`src/rtl/neuron_mac_accumulator.sv`:
```
// Single-neuron dot-product engine: bias plus LEN signed act*wt products in a guard accumulator,
// saturated to 32-bit signed and presented as a one-cycle pulse to the activation stage.
//
// state  | meaning
// IDLE   | waiting for start; bias and len captured on start
// ACCUM  | accepting act/wt pairs, in_ready high, cnt counts down to 1
// DONE   | one cycle; saturated sum registered onto out_data with valid_out
module neuron_mac_accumulator #(
  parameter int DATA_W = 16,
  parameter int LEN_W  = 10,
  parameter int ACC_W  = 48
) (
  input  logic              clk,
  input  logic              rst,
  input  logic              start,
  input  logic [LEN_W-1:0]  len,
  input  logic [31:0]       bias,
  input  logic [DATA_W-1:0] act_in,
  input  logic [DATA_W-1:0] wt_in,
  input  logic              in_valid,
  output logic              in_ready,
  output logic [31:0]       out_data,
  output logic              valid_out,
  output logic              busy
);

  typedef enum logic [1:0] {S_IDLE, S_ACCUM, S_DONE} state_t;

  state_t                   state_q, state_d;
  logic signed [ACC_W-1:0]  acc_q, acc_d;
  logic [LEN_W-1:0]         cnt_q, cnt_d;
  logic [31:0]              out_data_q, out_data_d;
  logic                     valid_out_q, valid_out_d;
  logic                     in_ready_q, in_ready_d;
  logic                     busy_q, busy_d;

  logic signed [2*DATA_W-1:0] act_ext, wt_ext, prod;
  logic signed [ACC_W-1:0]    prod_ext, bias_ext;
  logic [ACC_W-32:0]          acc_upper;
  logic [31:0]                sat_val;
  logic                       beat;

  // Operands widened first so the multiply is a full-width signed product.
  assign act_ext  = {{DATA_W{act_in[DATA_W-1]}}, act_in};
  assign wt_ext   = {{DATA_W{wt_in[DATA_W-1]}}, wt_in};
  assign prod     = act_ext * wt_ext;
  assign prod_ext = {{(ACC_W-2*DATA_W){prod[2*DATA_W-1]}}, prod};
  assign bias_ext = {{(ACC_W-32){bias[31]}}, bias};

  // Sum fits in 32 bits only when bits [ACC_W-1:31] are all copies of the sign.
  assign acc_upper = acc_q[ACC_W-1:31];
  always_comb begin
    if ((&acc_upper) || !(|acc_upper)) sat_val = acc_q[31:0];
    else if (acc_q[ACC_W-1])           sat_val = 32'h8000_0000;
    else                               sat_val = 32'h7FFF_FFFF;
  end

  assign beat = in_valid && in_ready_q;

  always_comb begin
    state_d     = state_q;
    acc_d       = acc_q;
    cnt_d       = cnt_q;
    out_data_d  = out_data_q;
    valid_out_d = 1'b0;
    case (state_q)
      S_IDLE: begin
        if (start) begin
          acc_d   = bias_ext;
          cnt_d   = len;
          state_d = (len == '0) ? S_DONE : S_ACCUM;
        end
      end
      S_ACCUM: begin
        if (beat) begin
          acc_d = acc_q + prod_ext;
          cnt_d = cnt_q - LEN_W'(1);
          if (cnt_q == LEN_W'(1)) state_d = S_DONE;
        end
      end
      S_DONE: begin
        out_data_d  = sat_val;
        valid_out_d = 1'b1;
        state_d     = S_IDLE;
      end
      default: state_d = S_IDLE;
    endcase
    in_ready_d = (state_d == S_ACCUM);
    busy_d     = (state_d != S_IDLE);
  end

  always_ff @(posedge clk) begin
    if (rst) begin
      state_q     <= S_IDLE;
      acc_q       <= '0;
      cnt_q       <= '0;
      out_data_q  <= '0;
      valid_out_q <= 1'b0;
      in_ready_q  <= 1'b0;
      busy_q      <= 1'b0;
    end else begin
      state_q     <= state_d;
      acc_q       <= acc_d;
      cnt_q       <= cnt_d;
      out_data_q  <= out_data_d;
      valid_out_q <= valid_out_d;
      in_ready_q  <= in_ready_d;
      busy_q      <= busy_d;
    end
  end

  assign in_ready  = in_ready_q;
  assign out_data  = out_data_q;
  assign valid_out = valid_out_q;
  assign busy      = busy_q;

endmodule

```
`config.mk`:
```
export PLATFORM = sky130hd
export DESIGN_NAME = neuron_mac_accumulator
export DESIGN_NICKNAME = d
export VERILOG_FILES = /design/src/rtl/neuron_mac_accumulator.sv
export SDC_FILE = /design/constraint.sdc
export NUM_CORES = 1
export LEC_CHECK = 0
export BUFFER_PORTS_ARGS = -buffer_cell sky130_fd_sc_hd__buf_2
export CORE_UTILIZATION = 53
export DETAILED_ROUTE_END_ITERATION = 8
export PLACE_DENSITY = 0.71
export SYNTH_ARGS = -nofsm -noshare
export SYNTH_HDL_FRONTEND = slang
export SYNTH_SLANG_ARGS = --single-unit
export TNS_END_PERCENT = 5
```
`constraint.sdc`:
```
create_clock -name clk -period 11.84 [get_ports clk]
set_input_delay 0 -clock clk [delete_from_list [all_inputs] [get_ports clk]]
set_output_delay 0 -clock clk [all_outputs]
set_load 0.01 [all_outputs]
```
# After elaboration in Yosys (flattened, before gate mapping)
# Cells that the tools add are included.
# classes
n_addsub,2
n_mul,1
div,0
order_cmp,0
eq_ne,6
shifts,0
muxes,14
bitwise,0
n_reduce_logical,10
# ops
operator,count
2-to-1 mux 48 bit,2
case mux 48 bit (2 select lines),1
2-to-1 mux 32 bit,2
adder 48 x 32 -> 48 bit,1
multiplier 16 x 16 -> 32 bit,1
2-to-1 mux 10 bit,2
case mux 10 bit (2 select lines),1
AND reduction 17 bit,1
OR reduction 17 bit,1
== test 10 x 1 -> 1 bit (second input constant),1
logical NOT 10 bit,1
subtractor 10 x 1 -> 10 bit (second input constant),1
2-to-1 mux 2 bit,4
== test 2 x 1 -> 1 bit (second input constant),2
inequality test 2 bit (second input constant),2
case mux 2 bit (2 select lines),1
nonzero test 2 bit,2
AND reduction 3 bit,1
== test 2 bit (second input constant),1
logical NOT 2 bit,1
logical AND 1 bit,1
logical NOT 1 bit,1
logical OR 1 bit,1
2-to-1 mux 1 bit,1
# totals
ff_bits,95
latchBits,0
mem_bits_rw,0
rom_bits,0
inputBits,78
out_inout_bits,35
elab_cells,40
memories,0

# Longest topological paths before layout
# Gate-level depths: netlist of run 1.
# logic_depth
ltp_word,5
depth_mapped,25
mapped_depth_nobuf,25

# Least setup slack after synthesis of run 1
# No wires, ideal clock.
# synth_path
path_type,input to register
from,in wt_in[1]
to,reg acc_q[46]
setup_time_ns,0.088
t_arrival_ns,6.484
required_ns,11.752
setup_slack_ns,5.267
stages,24
path_buffers,1
cell_sequence,clkbuf_1 nand2_1 inv_1 fa_1 inv_1 fa_1 fa_1 fa_1 inv_1 fa_1 inv_1 fa_1 inv_1 ha_1 a21oi_1 o21ai_1 o41ai_1 o21ai_1 nand3_1 nand2_1 nand2_1 o21ai_2 or4_1 a311oi_2
# synth_via
elab_chain_cells,4
# synth_lines
item,line_no,text
from (decl),19,"input logic [DATA_W-1:0] wt_in,"
multiplier 16 x 16 -> 32 bit,46,assign prod = act_ext * wt_ext;
adder 48 x 32 -> 48 bit,76,acc_d = acc_q + prod_ext;
2-to-1 mux 48 bit,75,if (beat) begin
case mux 48 bit (2 select lines),66,case (state_q)
to (signal assigned),95,acc_q <= '0;
to (signal assigned),103,acc_q <= acc_d;
to (decl),30,"logic signed [ACC_W-1:0] acc_q, acc_d;"
# Every way passes these cells. The select of a mux whose other input is x is not followed.
# A chain may end at the register's enable or synchronous reset.

# Worst setup path after layout of run 1
# layout_path
from,in act_in[15]
to,reg acc_q[46]
# layout_via
elab_chain_cells,4
# layout_lines
item,line_no,text
from (decl),18,"input logic [DATA_W-1:0] act_in,"
multiplier 16 x 16 -> 32 bit,46,
adder 48 x 32 -> 48 bit,76,
2-to-1 mux 48 bit,75,
case mux 48 bit (2 select lines),66,
# Every way passes these cells. The select of a mux whose other input is x is not followed.

==> metrics.cfg, run 1 <==
[timing]
grt_setup_unrepaired=no
fmax_ghz=0.1446
slew_headroom_pct=24.50
final.setup.worst_slack_ns=4.922
finalSetupTns_ns=0
final_max_slew_viol_count=0
worst_pin_slew_ns=1.131
final.period_utilization_pct=58.43
min_period_ns=6.918
hold_viol=0
fin_skew_ns=0.01004
finalSetupViolations=0

[worst_hold_path]
min_from=len[7]
hold_class=input port to register

[setup_path]
path_cells=buf_2, nand2_1, inv_1, fa_1, inv_1, fa_1, fa_1, fa_1, inv_1, fa_1, inv_1, fa_1, inv_1, ha_1, a21oi_1, o21ai_1, o41ai_1, o21ai_1, nand3_1, nand2_1, nand2_1, o21ai_2, or4_1, a311oi_2
regToRegSetupSlack_ns=6.15
cp.required_ns=12.10
reg2reg_depth=20
crit_path_end=acc_q[46]
crit_path_max_fanout=16
cpMostUsedCell=fa_1
reg2reg_to=acc_q[46]
critPathSlowestCell=fa_1
max_stage_delay_ns=0.87
crit_path_end_kind=register
worst_ep_arrival_time_ns=7.18
crit_start=act_in[15]
r2r_start=acc_q[15]
crit_type=input port to register
worstSetupStartpointType=input port

[logic_synthesis]
syn_inst=2046
synth.cell_area_sq_mm=0.01794
syn_avg_cell_area_sq_um=8.770
synth_edf_count=0
synthArstFlopShare_pct=0
synth_nets=2619
yosys_most_used_dff=dfxtp_1
synth_top_area_share_pct=40.39
ys_seq_area_share_pct=10.60
ys_types=61
ys_warn_count=0
synth_seq_cells=95
synth_top_cell_by_area=fa_1
ys_top_cells_by_area=fa_1 40%, dfxtp_1 11%, inv_1 9.5%

[placed_design]
postPlaceCellArea_sq_mm=0.01880
port_buffers=112
hpwl_mm=37.79
dpl_worst_slack_ns=4.562
gp_congestion=0.9044

[floorplan]
dieArea_sq_mm=0.03460
row_count=67
die_x_microns=186
floorplan.initialDensity_pct=53.65
core_region_area_sq_mm=0.03345
io_pins=113
dieHeight_microns=186

[cts]
clockBufferDepth=2
ctsResizeCount=0
numCtsBuffers=9
htree_num_levels=3
cts_setup_buffers=0
path_clk_slew_ns=0.07
tritoncts=yes
cts-root-buf=clkbuf_16
cts.sinks=95
clock_latency_ns=0.35
cts_hold_buf=22

[global_routing]
grtUsageTotal_pct=28.17
grt_overflow=0
grt_pass1_vias=14300
antenna_found_initial=0
grt_max_degree=90
grt_pass1_wl_mm=75.63

[route]
ant_nets=0
wl_mm=45.67
drt_iter0_drc=1095
drc=0
drt_first_pass_iters=7
dr_total_vias=14090
via_per_inst=5.509
drt-wirelength-per-cell_microns=17.85

[cells_and_area]
syn2layout_area_growth_pct=7.684
drive_above_1_share_pct=7.441
design_area_sq_mm=0.01932
diodes=0
layout_commonest_cell=inv_1
post-route-util_pct=57.77
mostFrequentLayoutCells=452 x inv_1, 362 x fa_1, 202 x nand2_1
nets=2678

[flow_run]
maxCapViolations=0

[status]
outcome=finished, final reports clean

[logic make-up after synthesis]
group,Yosys count,share of synthesized area [%]
AND/OR/NAND/NOR,575,15.42
AO/OA/AOI/OAI,290,10.67
buffers and inverters,545,11.40
adder cells (fa/ha/maj),495,49.66
XOR/XNOR,46,2.245
flip-flops,95,10.60
[worst min-delay path by stage]
stage | end | slack (ns) | cells after the start
after floorplan | cnt_q[0] | 0.15 | 2
after global placement | acc_q[0] | 0.27 | 3
after detailed placement | acc_q[1] | 0.28 | 3
after CTS | cnt_q[7] | 0.01 | 3
after global routing | cnt_q[7] | 0.05 | 3
final | cnt_q[7] | 0.03 | 3
[Yosys cell counts, types with 2 or more instances]
| cell type | count |
|---|---|
| inv_1 | 452 |
| fa_1 | 362 |
| nand2_1 | 202 |
| ha_1 | 133 |
| and2_1 | 123 |
| nor2_1 | 119 |
| dfxtp_1 | 95 |
| a21oi_1 | 88 |
| clkbuf_1 | 88 |
| o21ai_0 | 56 |
| a311oi_1 | 46 |
| nand2b_1 | 39 |
| xnor2_1 | 29 |
| nor3_1 | 26 |
| a211oi_1 | 17 |
| nand3_1 | 17 |
| xor2_1 | 17 |
| a21o_1 | 16 |
| nand4_1 | 14 |
| o21ai_1 | 10 |
| a31oi_1 | 8 |
| nor4_1 | 8 |
| o21bai_1 | 8 |
| nor2b_1 | 6 |
| and3_1 | 5 |
| buf_1 | 5 |
| a21oi_2 | 4 |
| o211ai_1 | 4 |
| nor3b_1 | 3 |
| o21a_1 | 3 |
| o21ai_2 | 3 |
| a211o_1 | 2 |
| a221oi_2 | 2 |
| a41oi_1 | 2 |
| and4_1 | 2 |
| nand3b_1 | 2 |
| o2111ai_2 | 2 |
| o2bb2ai_1 | 2 |
| o41ai_1 | 2 |
| or2_2 | 2 |
| or4_1 | 2 |
[flip-flops by register name, indices dropped and copies added (netlist names)]
register,cells
acc_q,48
busy,1
cnt_q,10
in_ready,1
out_data,32
state_q,2
valid_out,1
[layer usage]
| layer | global-route usage (%) | up-vias | routed length (microns) | share of wire [%] |
|---|---|---|---|---|
| li1 | - | 6457 | - | - |
| met1 | 40.43 | 7132 | 20220 | 44 |
| met2 | 46.81 | 436 | 22090 | 48 |
| met3 | 1.800 | 66 | 2401 | 5.3 |
| met4 | 6.426 | 0 | 959 | 2.1 |
| met5 | 0 | - | 0 | 0 |
[critical path, delay by kind of cell]
kind | cells | cell delay (ns)
buffers and inverters | 6 | 0.83
and+or+nand+nor | 5 | 0.93
AOI/OAI and AO/OA | 6 | 1.12
adders and majority gates | 7 | 4.29
[through the flow]
step / hold WS [ns] / cells
after floorplan: 0.1519 / 2046
after global placement: 0.2715 / 2520
after detailed placement: 0.2784 / 2520
after CTS: 0.01479 / 2558
after global routing: 0.05446 / 2558
final: 0.02738 / 2558
[layout make-up]
type,count,area [sq um]
tap,448,560.5
timing repair buffer,141,833.3
sequential,95,1902
clock inverter,4,52.55
clock buffer,12,246.5
fill,3037,14130
multi-input combinational,1406,14030
inverter,452,1697
Power of run 1 is left out: the tool's default activity adds up to more than one toggle a clock period on the data nets, which glitch-free logic cannot reach.
==> run 2: changes to the inputs <==
--- a/config.mk
+++ b/config.mk
@@ -5,10 +5,11 @@
 export SDC_FILE = /design/constraint.sdc
 export NUM_CORES = 1
 export LEC_CHECK = 0
+export ABC_AREA = 1
 export BUFFER_PORTS_ARGS = -buffer_cell sky130_fd_sc_hd__buf_2
 export CORE_UTILIZATION = 53
 export DETAILED_ROUTE_END_ITERATION = 8
-export PLACE_DENSITY = 0.71
+export PLACE_DENSITY = 0.74
 export SYNTH_ARGS = -nofsm -noshare
 export SYNTH_HDL_FRONTEND = slang
 export SYNTH_SLANG_ARGS = --single-unit
==> constraint.sdc (replaced) <==
create_clock -name clk -period 5.6 [get_ports clk]
set_input_delay 0 -clock clk [delete_from_list [all_inputs] [get_ports clk]]
set_output_delay 0 -clock clk [all_outputs]
set_load 0.01 [all_outputs]
==> metrics.cfg, run 2 <==
[flow_run]
maxCapViolations=0  ; unchanged

[setup_path]
crit_buf_inv=7  ; +1
cp.required_ns=5.84  ; -6.26 ns
critPathSlowestCell=fa_2
crit_path_max_fanout=10  ; -6
worst_ep_arrival_time_ns=5.58  ; -1.60 ns
worstSetupStartpointType=input port
crit_type=input port to register
crit_path_end_kind=register
max_stage_delay_ns=0.62  ; -0.25 ns
critical-path-top-delay-family=adder cells
path_cells=buf_2, nand2_1, fa_1, fa_2, buf_4, inv_1, fa_1, inv_1, fa_1, inv_1, fa_1, inv_1, fa_1, inv_1, ha_1, nand2_1, nor2_2, nand2_1, nor2_1, nand3_1, nand3_1, nand2_1, nand3_1, a21oi_1

[global_routing]
use_met2_pct=54.73  ; +7.9 points
grt_overflow=0  ; unchanged
grtUsageTotal_pct=31.33  ; +3.2 points
grt_util_met1_pct=41.31  ; +0.89 points
met3_usage_pct=3.054  ; +1.3 points
antenna_found_initial=0  ; unchanged
grt_max_degree=64  ; -29%
grt_pass1_vias=18050  ; +26%
busiest_layer=met2
grt_pass1_wl_mm=93.42  ; +24%

[worst_hold_path]
hold_class=input port to register

[route]
dr_total_vias=17260  ; +22%
drt-wirelength-per-cell_microns=16.87  ; -5.5%
drt_first_pass_iters=6  ; -1
via_per_inst=5.191  ; -5.8%
ant_nets=0  ; unchanged
wl_mm=56.08  ; +23%
drt_iter0_drc=1223  ; +12%
drc=0  ; unchanged

[logic_synthesis]
yosys-top-cells-count=765 x inv_1, 725 x nand2_1, 362 x fa_1
syn_inst=2718  ; +33%
yosysMostFrequentCell=inv_1
synth_edf_count=0  ; unchanged
ys_seq_area_share_pct=9.669  ; -0.93 points
synth_seq_cells=95  ; unchanged
synth.cell_area_sq_mm=0.01967  ; +9.6%
ys_top_cells_by_area=fa_1 37%, inv_1 15%, nand2_1 14%
synth_top_cell_by_area=fa_1
synth_nets=3291  ; +26%
ys_types=39  ; -36%
syn_avg_cell_area_sq_um=7.237  ; -17%
yosys_most_used_dff=dfxtp_1
synth_top_area_share_pct=36.84  ; -3.5 points
ys_warn_count=0  ; unchanged
synthArstFlopShare_pct=0  ; unchanged

[cts]
cts-root-buf=clkbuf_16
path_clk_slew_ns=0.09  ; +0.02 ns
tritoncts=yes
numCtsBuffers=9  ; unchanged
htree_num_levels=3  ; unchanged
cts.sinks=95  ; unchanged
clockBufferDepth=2  ; unchanged
clock_latency_ns=0.37  ; +0.02 ns
cts_setup_buffers=0  ; unchanged

[cells_and_area]
max_flop_register=acc_q
diodes=0  ; unchanged
multi_input_area_sq_mm=0.01456  ; +3.7%
drive_above_1_share_pct=9.800  ; +2.4 points
largest_reg_flops=48  ; unchanged
syn2layout_area_growth_pct=10.94
mostFrequentLayoutCells=761 x inv_1, 720 x nand2_1, 357 x fa_1
seqCellArea_sq_mm=0.001902  ; unchanged
fillers=3385  ; +11%
nets=3425  ; +28%
layout_commonest_cell=inv_1

[floorplan]
floorplan.initialDensity_pct=53.86  ; +0.21 points
die_x_microns=194.7  ; +4.7%
io_pins=113  ; unchanged
dieHeight_microns=194.7  ; +4.7%
core_region_area_sq_mm=0.03652  ; +9.2%
dieArea_sq_mm=0.03789  ; +9.5%
row_count=70  ; +4.5%

[timing]
whs_ns=0.005589  ; -0.02179 ns
final_max_slew_viol_count=0  ; unchanged
min_period_ns=5.341
hold_viol=0  ; unchanged
finalSetupViolations=0  ; unchanged
worst_pin_slew_ns=1.265  ; +0.1335 ns
fin_skew_ns=0.01852  ; +0.008475 ns
grt_setup_unrepaired=yes
finalSetupTns_ns=0  ; unchanged
fmax_ghz=0.1872
slew_headroom_pct=15.60  ; -8.9 points
final.setup.worst_slack_ns=0.2589  ; -4.663 ns
final.period_utilization_pct=95.38

[placed_design]
port_buffers=112  ; unchanged
gp_congestion=0.9966  ; +10%
dpl_worst_slack_ns=-0.1043  ; -4.666 ns
hpwl_mm=47.64  ; +26%

[status]
outcome=finished, final reports clean

run 2: cell types whose count changed in the layout (fill, tap and decap cells not counted), moves of 16 or more:
cell | previous run | this run
nand2_1 | 202 | 720
inv_1 | 452 | 761
and2_1 | 123 | 4
buf_4 | 7 | 75
nand3_1 | 17 | 69
a311oi_1 | 46 | 0
nand2b_1 | 38 | 0
a21oi_1 | 87 | 124
o21ai_0 | 56 | 88
xnor2_1 | 29 | 3
a21o_1 | 16 | 0
run 2: logic make-up after synthesis:
logic type	Yosys count	synth area share, %
simple gates	995	20.75
fa+ha+maj	495	45.30
xor+xnor	16	0.7125
compound gates	241	6.545
buf+inv	876	17.02
flops	95	9.669
run 2: stage by stage:
step | instance area [sq um] | cells | utilization [%]
finish | 21820 | 3325 | 59.75
global route | 21820 | 3325 | 59.75
CTS | 21810 | 3325 | 59.73
detailed placement | 21160 | 3274 | 57.95
global placement | 21160 | 3274 | 57.95
floorplan | 19800 | 2718 | -
run 2: repair_timing:
| item | 4_1_cts | 5_1_grt |
|---|---|---|
| setup endpoints to repair | 0 | 10 |
| endpoints found under the hold margin | 35 | 0 |
| resized for setup | 0 | 3 |
| hold buffers | 35 | 0 |
run 2: per-layer routing:
layer | vias to the layer above | routed length (microns)
li1 | 8128 | -
met1 | 8417 | 23030
met2 | 622 | 27700
met3 | 92 | 3662
met4 | 0 | 1690
met5 | - | 0
run 2: cell type report:
cell class,instances,share of cell area [%]
multi-input combinational,1747,66.71
inverter,772,13.30
sequential,95,8.715
timing repair buffer,227,7.224
tap,468,2.683
clock buffer,9,1.032
clock inverter,7,0.3440
run 2: path summary, 6_finish.rpt:
kind | startpoint | endpoint | slack [ns] | cells past startpoint
setup / recovery | wt_in[7] | acc_q[39] | 0.26 | 24
hold / removal | len[4] | cnt_q[4] | 0.006 | 3
setup reg to reg | acc_q[15] | acc_q[21] | 0.64 | 17
hold reg to reg | out_data[31] | out_data[31] | 0.48 | 2
run 2: worst min-delay path: stages:
cell	delay (ns)
buf_2	0.10
a21oi_1	0.13
a221oi_1	0.08
Power of run 2 is left out for the same reason.
